## src/rtl/aes_selftest_seq.sv

```systemverilog
// AES known-answer self-test sequencer: pulses encrypt then decrypt core loads
// (stretched to one slow-clock period), checks results and reports sticky status.
module aes_selftest_seq #(
    parameter int DIV     = 4,
    parameter int TIMEOUT = 1024,
    parameter int CNTW    = 11
) (
    input  logic         fclk,
    input  logic         reset_n,
    input  logic         start,
    input  logic [127:0] exp_ct,
    input  logic [127:0] exp_pt,
    input  logic [127:0] enc_ct,
    input  logic         enc_valid,
    input  logic [127:0] dec_pt,
    input  logic         dec_valid,
    output logic         enc_load,
    output logic         dec_load,
    output logic         busy,
    output logic         done,
    output logic         pass_enc,
    output logic         pass_dec,
    output logic         fail,
    output logic         timeout
);

    // state      | meaning
    // S_IDLE     | waiting for first start edge
    // S_ENC_LOAD | enc_load held for DIV cycles
    // S_ENC_WAIT | waiting for armed enc_valid or timeout
    // S_DEC_LOAD | dec_load held for DIV cycles
    // S_DEC_WAIT | waiting for armed dec_valid or timeout
    // S_DONE     | status held, new start edge restarts
    typedef enum logic [2:0] {
        S_IDLE,
        S_ENC_LOAD,
        S_ENC_WAIT,
        S_DEC_LOAD,
        S_DEC_WAIT,
        S_DONE
    } state_t;

    localparam logic [CNTW-1:0] LD_INIT = CNTW'(DIV - 1);
    localparam logic [CNTW-1:0] TO_INIT = CNTW'(TIMEOUT - 1);
    localparam logic [CNTW-1:0] CNT_ONE = CNTW'(1);

    state_t            r_state;
    state_t            w_state_nxt;
    logic [CNTW-1:0]   r_cnt;
    logic [CNTW-1:0]   w_cnt_nxt;
    logic              r_armed;
    logic              w_armed_nxt;
    logic              r_sync1;
    logic              r_sync2;
    logic              r_sync3;
    logic              w_trig;
    logic              w_enc_phase;
    logic              w_valid;
    logic              w_match;
    logic              r_enc_load;
    logic              r_dec_load;
    logic              r_busy;
    logic              r_done;
    logic              r_pass_enc;
    logic              r_pass_dec;
    logic              r_fail;
    logic              r_timeout;
    logic              w_pass_enc_nxt;
    logic              w_pass_dec_nxt;
    logic              w_fail_nxt;
    logic              w_timeout_nxt;

    assign w_trig      = r_sync2 & ~r_sync3;
    assign w_enc_phase = (r_state == S_ENC_LOAD) || (r_state == S_ENC_WAIT);
    assign w_valid     = w_enc_phase ? enc_valid : dec_valid;
    assign w_match     = w_enc_phase ? (enc_ct == exp_ct) : (dec_pt == exp_pt);

    always_comb begin
        w_state_nxt    = r_state;
        w_cnt_nxt      = r_cnt;
        w_armed_nxt    = r_armed;
        w_pass_enc_nxt = r_pass_enc;
        w_pass_dec_nxt = r_pass_dec;
        w_fail_nxt     = r_fail;
        w_timeout_nxt  = r_timeout;
        case (r_state)
            S_IDLE, S_DONE: begin
                if (w_trig) begin
                    w_state_nxt    = S_ENC_LOAD;
                    w_cnt_nxt      = LD_INIT;
                    w_armed_nxt    = 1'b0;
                    w_pass_enc_nxt = 1'b0;
                    w_pass_dec_nxt = 1'b0;
                    w_fail_nxt     = 1'b0;
                    w_timeout_nxt  = 1'b0;
                end
            end
            S_ENC_LOAD, S_DEC_LOAD: begin
                if (!w_valid) w_armed_nxt = 1'b1;
                if (r_cnt == '0) begin
                    w_state_nxt = (r_state == S_ENC_LOAD) ? S_ENC_WAIT : S_DEC_WAIT;
                    w_cnt_nxt   = TO_INIT;
                end else begin
                    w_cnt_nxt = r_cnt - CNT_ONE;
                end
            end
            S_ENC_WAIT, S_DEC_WAIT: begin
                if (!w_valid) w_armed_nxt = 1'b1;
                // a valid result wins over a simultaneous timeout
                if (r_armed && w_valid) begin
                    w_fail_nxt = r_fail | ~w_match;
                    if (r_state == S_ENC_WAIT) begin
                        w_pass_enc_nxt = w_match;
                        w_state_nxt    = S_DEC_LOAD;
                        w_cnt_nxt      = LD_INIT;
                        w_armed_nxt    = 1'b0;
                    end else begin
                        w_pass_dec_nxt = w_match;
                        w_state_nxt    = S_DONE;
                    end
                end else if (r_cnt == '0) begin
                    w_timeout_nxt = 1'b1;
                    w_fail_nxt    = 1'b1;
                    w_state_nxt   = S_DONE;
                end else begin
                    w_cnt_nxt = r_cnt - CNT_ONE;
                end
            end
            default: w_state_nxt = S_IDLE;
        endcase
    end

    always_ff @(posedge fclk or negedge reset_n) begin
        if (!reset_n) begin
            r_state    <= S_IDLE;
            r_cnt      <= '0;
            r_armed    <= 1'b0;
            r_sync1    <= 1'b0;
            r_sync2    <= 1'b0;
            r_sync3    <= 1'b0;
            r_enc_load <= 1'b0;
            r_dec_load <= 1'b0;
            r_busy     <= 1'b0;
            r_done     <= 1'b0;
            r_pass_enc <= 1'b0;
            r_pass_dec <= 1'b0;
            r_fail     <= 1'b0;
            r_timeout  <= 1'b0;
        end else begin
            r_state    <= w_state_nxt;
            r_cnt      <= w_cnt_nxt;
            r_armed    <= w_armed_nxt;
            r_sync1    <= start;
            r_sync2    <= r_sync1;
            r_sync3    <= r_sync2;
            r_enc_load <= (w_state_nxt == S_ENC_LOAD);
            r_dec_load <= (w_state_nxt == S_DEC_LOAD);
            r_busy     <= (w_state_nxt != S_IDLE) && (w_state_nxt != S_DONE);
            r_done     <= (w_state_nxt == S_DONE);
            r_pass_enc <= w_pass_enc_nxt;
            r_pass_dec <= w_pass_dec_nxt;
            r_fail     <= w_fail_nxt;
            r_timeout  <= w_timeout_nxt;
        end
    end

    assign enc_load = r_enc_load;
    assign dec_load = r_dec_load;
    assign busy     = r_busy;
    assign done     = r_done;
    assign pass_enc = r_pass_enc;
    assign pass_dec = r_pass_dec;
    assign fail     = r_fail;
    assign timeout  = r_timeout;

endmodule
```

## config.mk

```make
export PLATFORM = sky130hd
export DESIGN_NAME = aes_selftest_seq
export DESIGN_NICKNAME = d
export VERILOG_FILES = /design/src/rtl/aes_selftest_seq.sv
export SDC_FILE = /design/constraint.sdc
export NUM_CORES = 1
export LEC_CHECK = 0
export CAP_MARGIN = 15
export CORE_AREA = 10 10 196 198
export DETAILED_ROUTE_END_ITERATION = 12
export DIE_AREA = 0 0 206 208
export GPL_TIMING_DRIVEN = 0
export PLACE_DENSITY = 0.41
export REMOVE_ABC_BUFFERS = 1
export SLEW_MARGIN = 20
export SYNTH_ARGS = -nofsm -noshare
export SYNTH_HDL_FRONTEND = slang
export SYNTH_SLANG_ARGS = --single-unit
```

## constraint.sdc

```tcl
create_clock -name fclk -period 2.84 [get_ports fclk]
set_input_delay 0.568 -clock fclk [delete_from_list [all_inputs] [get_ports fclk]]
set_output_delay 0.568 -clock fclk [all_outputs]
set_load 0.05 [all_outputs]
```

After elaboration in Yosys (flattened, before gate mapping)

Cells that the tools add are included.

Output and inout port bits: 8
Register bits: 26
Logic and storage cells: 87
Input port bits: 517

Bitwise operators: 4
$add $sub $neg: 1
Reductions and logical operators: 17
Multiplexer cells: 31
Eq/ne operators: 20

Operators by type and width:

| operator              | count |
|---|---|
| $eq 128x128->1        | 2 |
| $mux 11               | 5 |
| $pmux 11 s3           | 1 |
| $mux 3                | 6 |
| $reduce_and 4->1      | 4 |
| $mux 1                | 13 |
| $ne 2x2->1 const B    | 6 |
| $ne 3x3->1 const B    | 4 |
| $logic_not 11->1      | 1 |
| $sub 11x1->11 const B | 1 |
| $eq 3x2->1 const B    | 3 |
| $eq 3x3->1 const B    | 3 |
| $pmux 3 s3            | 1 |
| $pmux 1 s2            | 4 |
| $eq 3x1->1 const B    | 2 |
| $reduce_bool 3->1     | 2 |
| $reduce_or 2->1       | 3 |
| $logic_not 3->1       | 1 |
| $pmux 1 s3            | 1 |
| $reduce_and 3->1      | 1 |
| $logic_and 1x1->1     | 2 |
| $not 1->1             | 2 |
| $reduce_and 2->1      | 1 |
| $reduce_bool 2->1     | 1 |
| 3 further kinds       | 3 |

Logic depth before layout (Yosys ltp)

Depth after elaboration: 8
Depth in mapped cells: 12
Gate-level depth less buffers: 10

Least setup slack after synthesis

No wires, ideal clock.

Path kind: register to register
From: register r_cnt[0]
To: register r_cnt[10]
Setup time: 0.122 ns
Cell stages (with the launch flop): 12
Data arrival time: 2.145 ns
Buffers on the path: 2
Required time: 2.718 ns
Clock period less this slack: 2.266 ns
Path slack: 0.574 ns
Path through: dfrtp_1 > inv_1 > ha_1 > nor3b_2 > nand4_1 > or2_2 > a31oi_1 > and2_1 > buf_6 > inv_6 > buf_12 > a32o_1

Longest elaborated chain between the ends: 4
Elaborated cells on any way between the ends: 8
Those cells by class: 1 x add/sub; 1 x eq/ne; 4 x mux; 2 x reduce/logical

RTL lines:

| element                  | line     | text |
|---|---|---|
| start: declaration       | 49       | `logic [CNTW-1:0] r_cnt;` |
| start signal: assignment | 151      | `r_cnt <= w_cnt_nxt;` |
| $sub 11x1->11            | 104, 126 |  |
| $mux 11                  | 121      | `end else if (r_cnt == '0) begin` |
| $mux 11                  | 110      | `if (r_armed && w_valid) begin` |
| $pmux 11 s3              | 86       | `case (r_state)` |

Parallel ways exist; a longest one is shown, timed or not. The select of a mux whose other input is x is not followed.
A chain may end at the register's enable or synchronous reset.

Final worst setup path

From: register r_cnt[0]
To: register r_cnt[6]

Same word-level chain as after synthesis.

==> flow_summary.json <==
{
  "root_buffer": "sky130_fd_sc_hd__clkbuf_16",
  "report.final.slew_viol_count": 0,
  "die_area_mm2": 0.0428,
  "chipHeight_um": 208,
  "clk_pin_slew_worst_paths_ps": 70,
  "grt_start_max_net_pins": 27,
  "cap_violations": 0,
  "critical_path.reg2reg.startpoint": "r_cnt[0]",
  "synth_xor_xnor_area_share_pct": 52.6,
  "worst-r2r-setup-slack_ps": 240,
  "dp_worst_setup_slack_ps": -458,
  "vias_in_the_first_global_route": 6553,
  "syn-cell-area_mm2": 0.00426,
  "post-synth-top-count-cell": "sky130_fd_sc_hd__xor2_1",
  "main_area_contributors_after_synthesis": "sky130_fd_sc_hd__xor2_1 (41%), sky130_fd_sc_hd__dfrtp_1 (15%), sky130_fd_sc_hd__xnor2_1 (11%), sky130_fd_sc_hd__nor4_1 (8.4%), sky130_fd_sc_hd__nand4_1 (3.7%)",
  "dr_total_vias": 5680,
  "clock_share_of_power_pct": 13.9,
  "grt_setup_unrepaired": "false",
  "ys_ff_latch": 26,
  "synth_largest_type_area_fraction_pct": 41.5,
  "p_leak_nw": 3.79,
  "nets": 1550,
  "yosys.area_share.simple_pct": 19.7,
  "most_common_flop_cell_mapped_by_yosys": "sky130_fd_sc_hd__dfrtp_1",
  "compound_cell_area_share_of_the_yosys_netlist_pct": 9.33,
  "irDropWorstVdd_mv": 0.316,
  "critPathLaunchType": "register",
  "drt_pre_antenna_iters": 4,
  "synth_warnings": 0,
  "synth.distinct_cells": 46,
  "synthArstFlopShare_pct": 100,
  "post_route_cells_drive_above_1_share_pct": 2.23,
  "layout-area-overhead-vs-synth_pct": 140,
  "synthMuxAreaShare_pct": 0.235,
  "cts_max_path_buffers": 2,
  "filler_cell_count": 3690,
  "layout_setup_ws_ps": 241,
  "die_width_um": 206,
  "crit_family": "simple AND/OR/NAND/NOR gates",
  "buffer_ports.inserted": 524,
  "timing.reg2reg.worst_path_depth": 9,
  "ant_nets": 0,
  "instance_count_of_the_mapped_netlist": 511,
  "cts_hold_buf": 0,
  "place.gp.congestion": 0.880,
  "tritoncts": "built",
  "worst_slew_pin_slew_ps": 783,
  "vias_per_cell": 3.80,
  "drt-total-wl_mm": 33.6,
  "clk_lat_worst_skew_ps": 260,
  "design_area_mm2": 0.0102,
  "cts_buffers": 3,
  "worst_ep_arrival_time_ps": 2760,
  "global_route.usage.total_pct": 14.8,
  "syn_avg_cell_area_um2": 8.34,
  "rows": 68,
  "cp_data_required_time_ps": 3000,
  "ios": 525,
  "wire_per_inst_um": 22.5,
  "first_iter_violations": 106,
  "synth_common_cells": "sky130_fd_sc_hd__xor2_1 (202), sky130_fd_sc_hd__nor4_1 (57), sky130_fd_sc_hd__xnor2_1 (54)",
  "yosys.area.top_type": "sky130_fd_sc_hd__xor2_1",
  "power_report.internal_total_mw": 1.88,
  "area.sequential_um2": 652,
  "critical_path.max_fanout": 6,
  "drt_drc_violations_left": 0,
  "htree_num_levels": 1,
  "timing.critical_path.cells": "inv_1 -> ha_1 -> nor3b_2 -> nand4_1 -> or2_2 -> a31oi_1 -> and2_2 -> nor2_2 -> a32o_1",
  "cts.sink_count": 26,
  "timing.max_slew.rel_slack_pct": 47.8,
  "critPathMaxStageDelay_ps": 410,
  "report.final.hold_viol_count": 0,
  "dp_hpwl_mm": 31.6,
  "min_period_ps": 2600,
  "worst-path-buf-inv": 1,
  "core-area_mm2": 0.0344,
  "synth-adder-area-share_pct": 0.293,
  "power.share.sequential_pct": 22.0,
  "combPwrFrac_pct": 64.1,
  "multiInputGateArea_mm2": 0.00358,
  "achievable-frequency_ghz": 0.385,
  "slowest_stage": "sky130_fd_sc_hd__dfrtp_1",
  "starting_utilization_of_the_core_area_pct": 12.4,
  "first_pass_grt_wire_length_mm": 46.5,
  "initial_antenna_violation_count": 15,
  "clock-skew-final_ps": 4.71,
  "status": "finished clean",
  "regToRegEndpoint": "r_cnt[6]",
  "switching_portion_of_total_power_pct": 37.0,
  "yosysSeqAreaShare_pct": 15.3,
  "fin_crit_sh_pct": 91.5,
  "synth-edff-count": 0,
  "final-setup-viol-count": 0,
  "main_combinational_cell_family_by_area_after_synthesis": "XOR/XNOR gates",
  "hold_path_class": "input pin to asynchronous set/reset pin",
  "path_class": "register to register",
  "powerDensity_mw_per_mm2": 293,
  "timing.critical_path.to_type": "register",
  "placed_cell_area_mm2": 0.0100,
  "net-switching-power_mw": 1.11,
  "overflow": 0
}
what timing repair did:
item / 4_1_cts / 5_1_grt
setup endpoints to repair: 11 / 12
pin swaps: 0 / 1
buffers inserted: 0 / 0
resized for setup: 4 / 9
cells in the final DEF (no fill, tap or decap), types with 7 or more instances in the layout:
cell,count
sky130_fd_sc_hd__dfrtp_1,25
sky130_fd_sc_hd__a21oi_1,15
sky130_fd_sc_hd__clkdlybuf4s50_1,523
sky130_fd_sc_hd__xor2_1,202
sky130_fd_sc_hd__nand2_1,19
sky130_fd_sc_hd__xnor2_1,53
sky130_fd_sc_hd__diode_2,9
sky130_fd_sc_hd__nor2_1,15
sky130_fd_sc_hd__a31oi_1,7
sky130_fd_sc_hd__nor4_1,51
sky130_fd_sc_hd__inv_1,10
sky130_fd_sc_hd__nor3_1,10
sky130_fd_sc_hd__o21ai_0,8
sky130_fd_sc_hd__nand4_1,25
worst reg2reg max path: stages, from the launching register on:
cell                      delay (ps)
sky130_fd_sc_hd__dfrtp_1         410
sky130_fd_sc_hd__inv_1            70
sky130_fd_sc_hd__ha_1            160
sky130_fd_sc_hd__nor3b_2         330
sky130_fd_sc_hd__nand4_1         300
sky130_fd_sc_hd__or2_2           400
sky130_fd_sc_hd__a31oi_1         180
sky130_fd_sc_hd__and2_2          280
sky130_fd_sc_hd__nor2_2           90
sky130_fd_sc_hd__a32o_1          260
power by group through the flow:
stage / clock (mW) / sequential [mW] / combinational [mW]
global route: 0.440 / 0.689 / 2.11
finish: 0.417 / 0.656 / 1.92
global placement: 0 / 0.662 / 1.91
detailed placement: 0 / 0.661 / 1.92
CTS: 0.428 / 0.658 / 1.93
floorplan: 0 / 0.721 / 0.755
worst max path at each step:
stage	endpoint	slack, ps	depth (start not counted)	startpoint
global placement	pass_dec	-440	8	exp_pt[101]
finish	r_cnt[6]	240	9	r_cnt[0]
floorplan	r_cnt[6]	550	7	r_state[1]
detailed placement	pass_dec	-460	8	exp_pt[90]
global route	pass_dec	2	8	exp_ct[97]
CTS	pass_dec	10	8	dec_pt[90]
routing by layer:
metal / track usage, % / vias up / wire, um
met4: 2.76 / 4 / 390
met3: 7.24 / 23 / 4250
met1: 13.6 / 2459 / 11100
li1: - / 2865 / -
met2: 28.5 / 329 / 17800
met5: 0 / - / 24
state kept, by name (all words and copies together) (netlist names):
signal    count
r_state       3
fail          1
r_armed       1
pass_enc      1
enc_load      1
r_sync1       1
done          1
pass_dec      1
timeout       1
r_sync3       1
r_sync2       1
dec_load      1
busy          1
r_cnt        11
logic make-up (layout without fill, tap and decap cells):
kind of cell | Yosys count | count (layout)
compound gates | 60 | 60
xor+xnor | 256 | 256
fa+ha+maj | 1 | 1
buf+inv | 19 | 539
flops | 26 | 26
mux | 1 | 1
other cells | 0 | 9
simple gates | 148 | 148
per-stage QoR:
step / hold WS [ps] / instances / power, mW / setup TNS (ps) / util [%]
final: 311 / 1495 / 2.99 / 0 / 29.7
after global routing: 357 / 1491 / 3.24 / 0 / 29.7
after CTS: 342 / 1486 / 3.02 / 0 / 29.5
after detailed placement: 340 / 1482 / 2.58 / -1590 / 29.1
after global placement: 335 / 1482 / 2.57 / -1740 / 29.1
after floorplan: 272 / 503 / 1.48 / 0 / -
final cells by class:
cell class	instances	share of cell area, %
clock buffers	3	0.735
diodes	9	0.221
flip-flops and latches	26	6.38
repair buffers	524	51.3
clock inverters	1	0.294
inverters	11	0.453
well taps	455	5.57
multi-input cells	466	35.0
No activity file was read; power rests on OpenSTA's default activity.
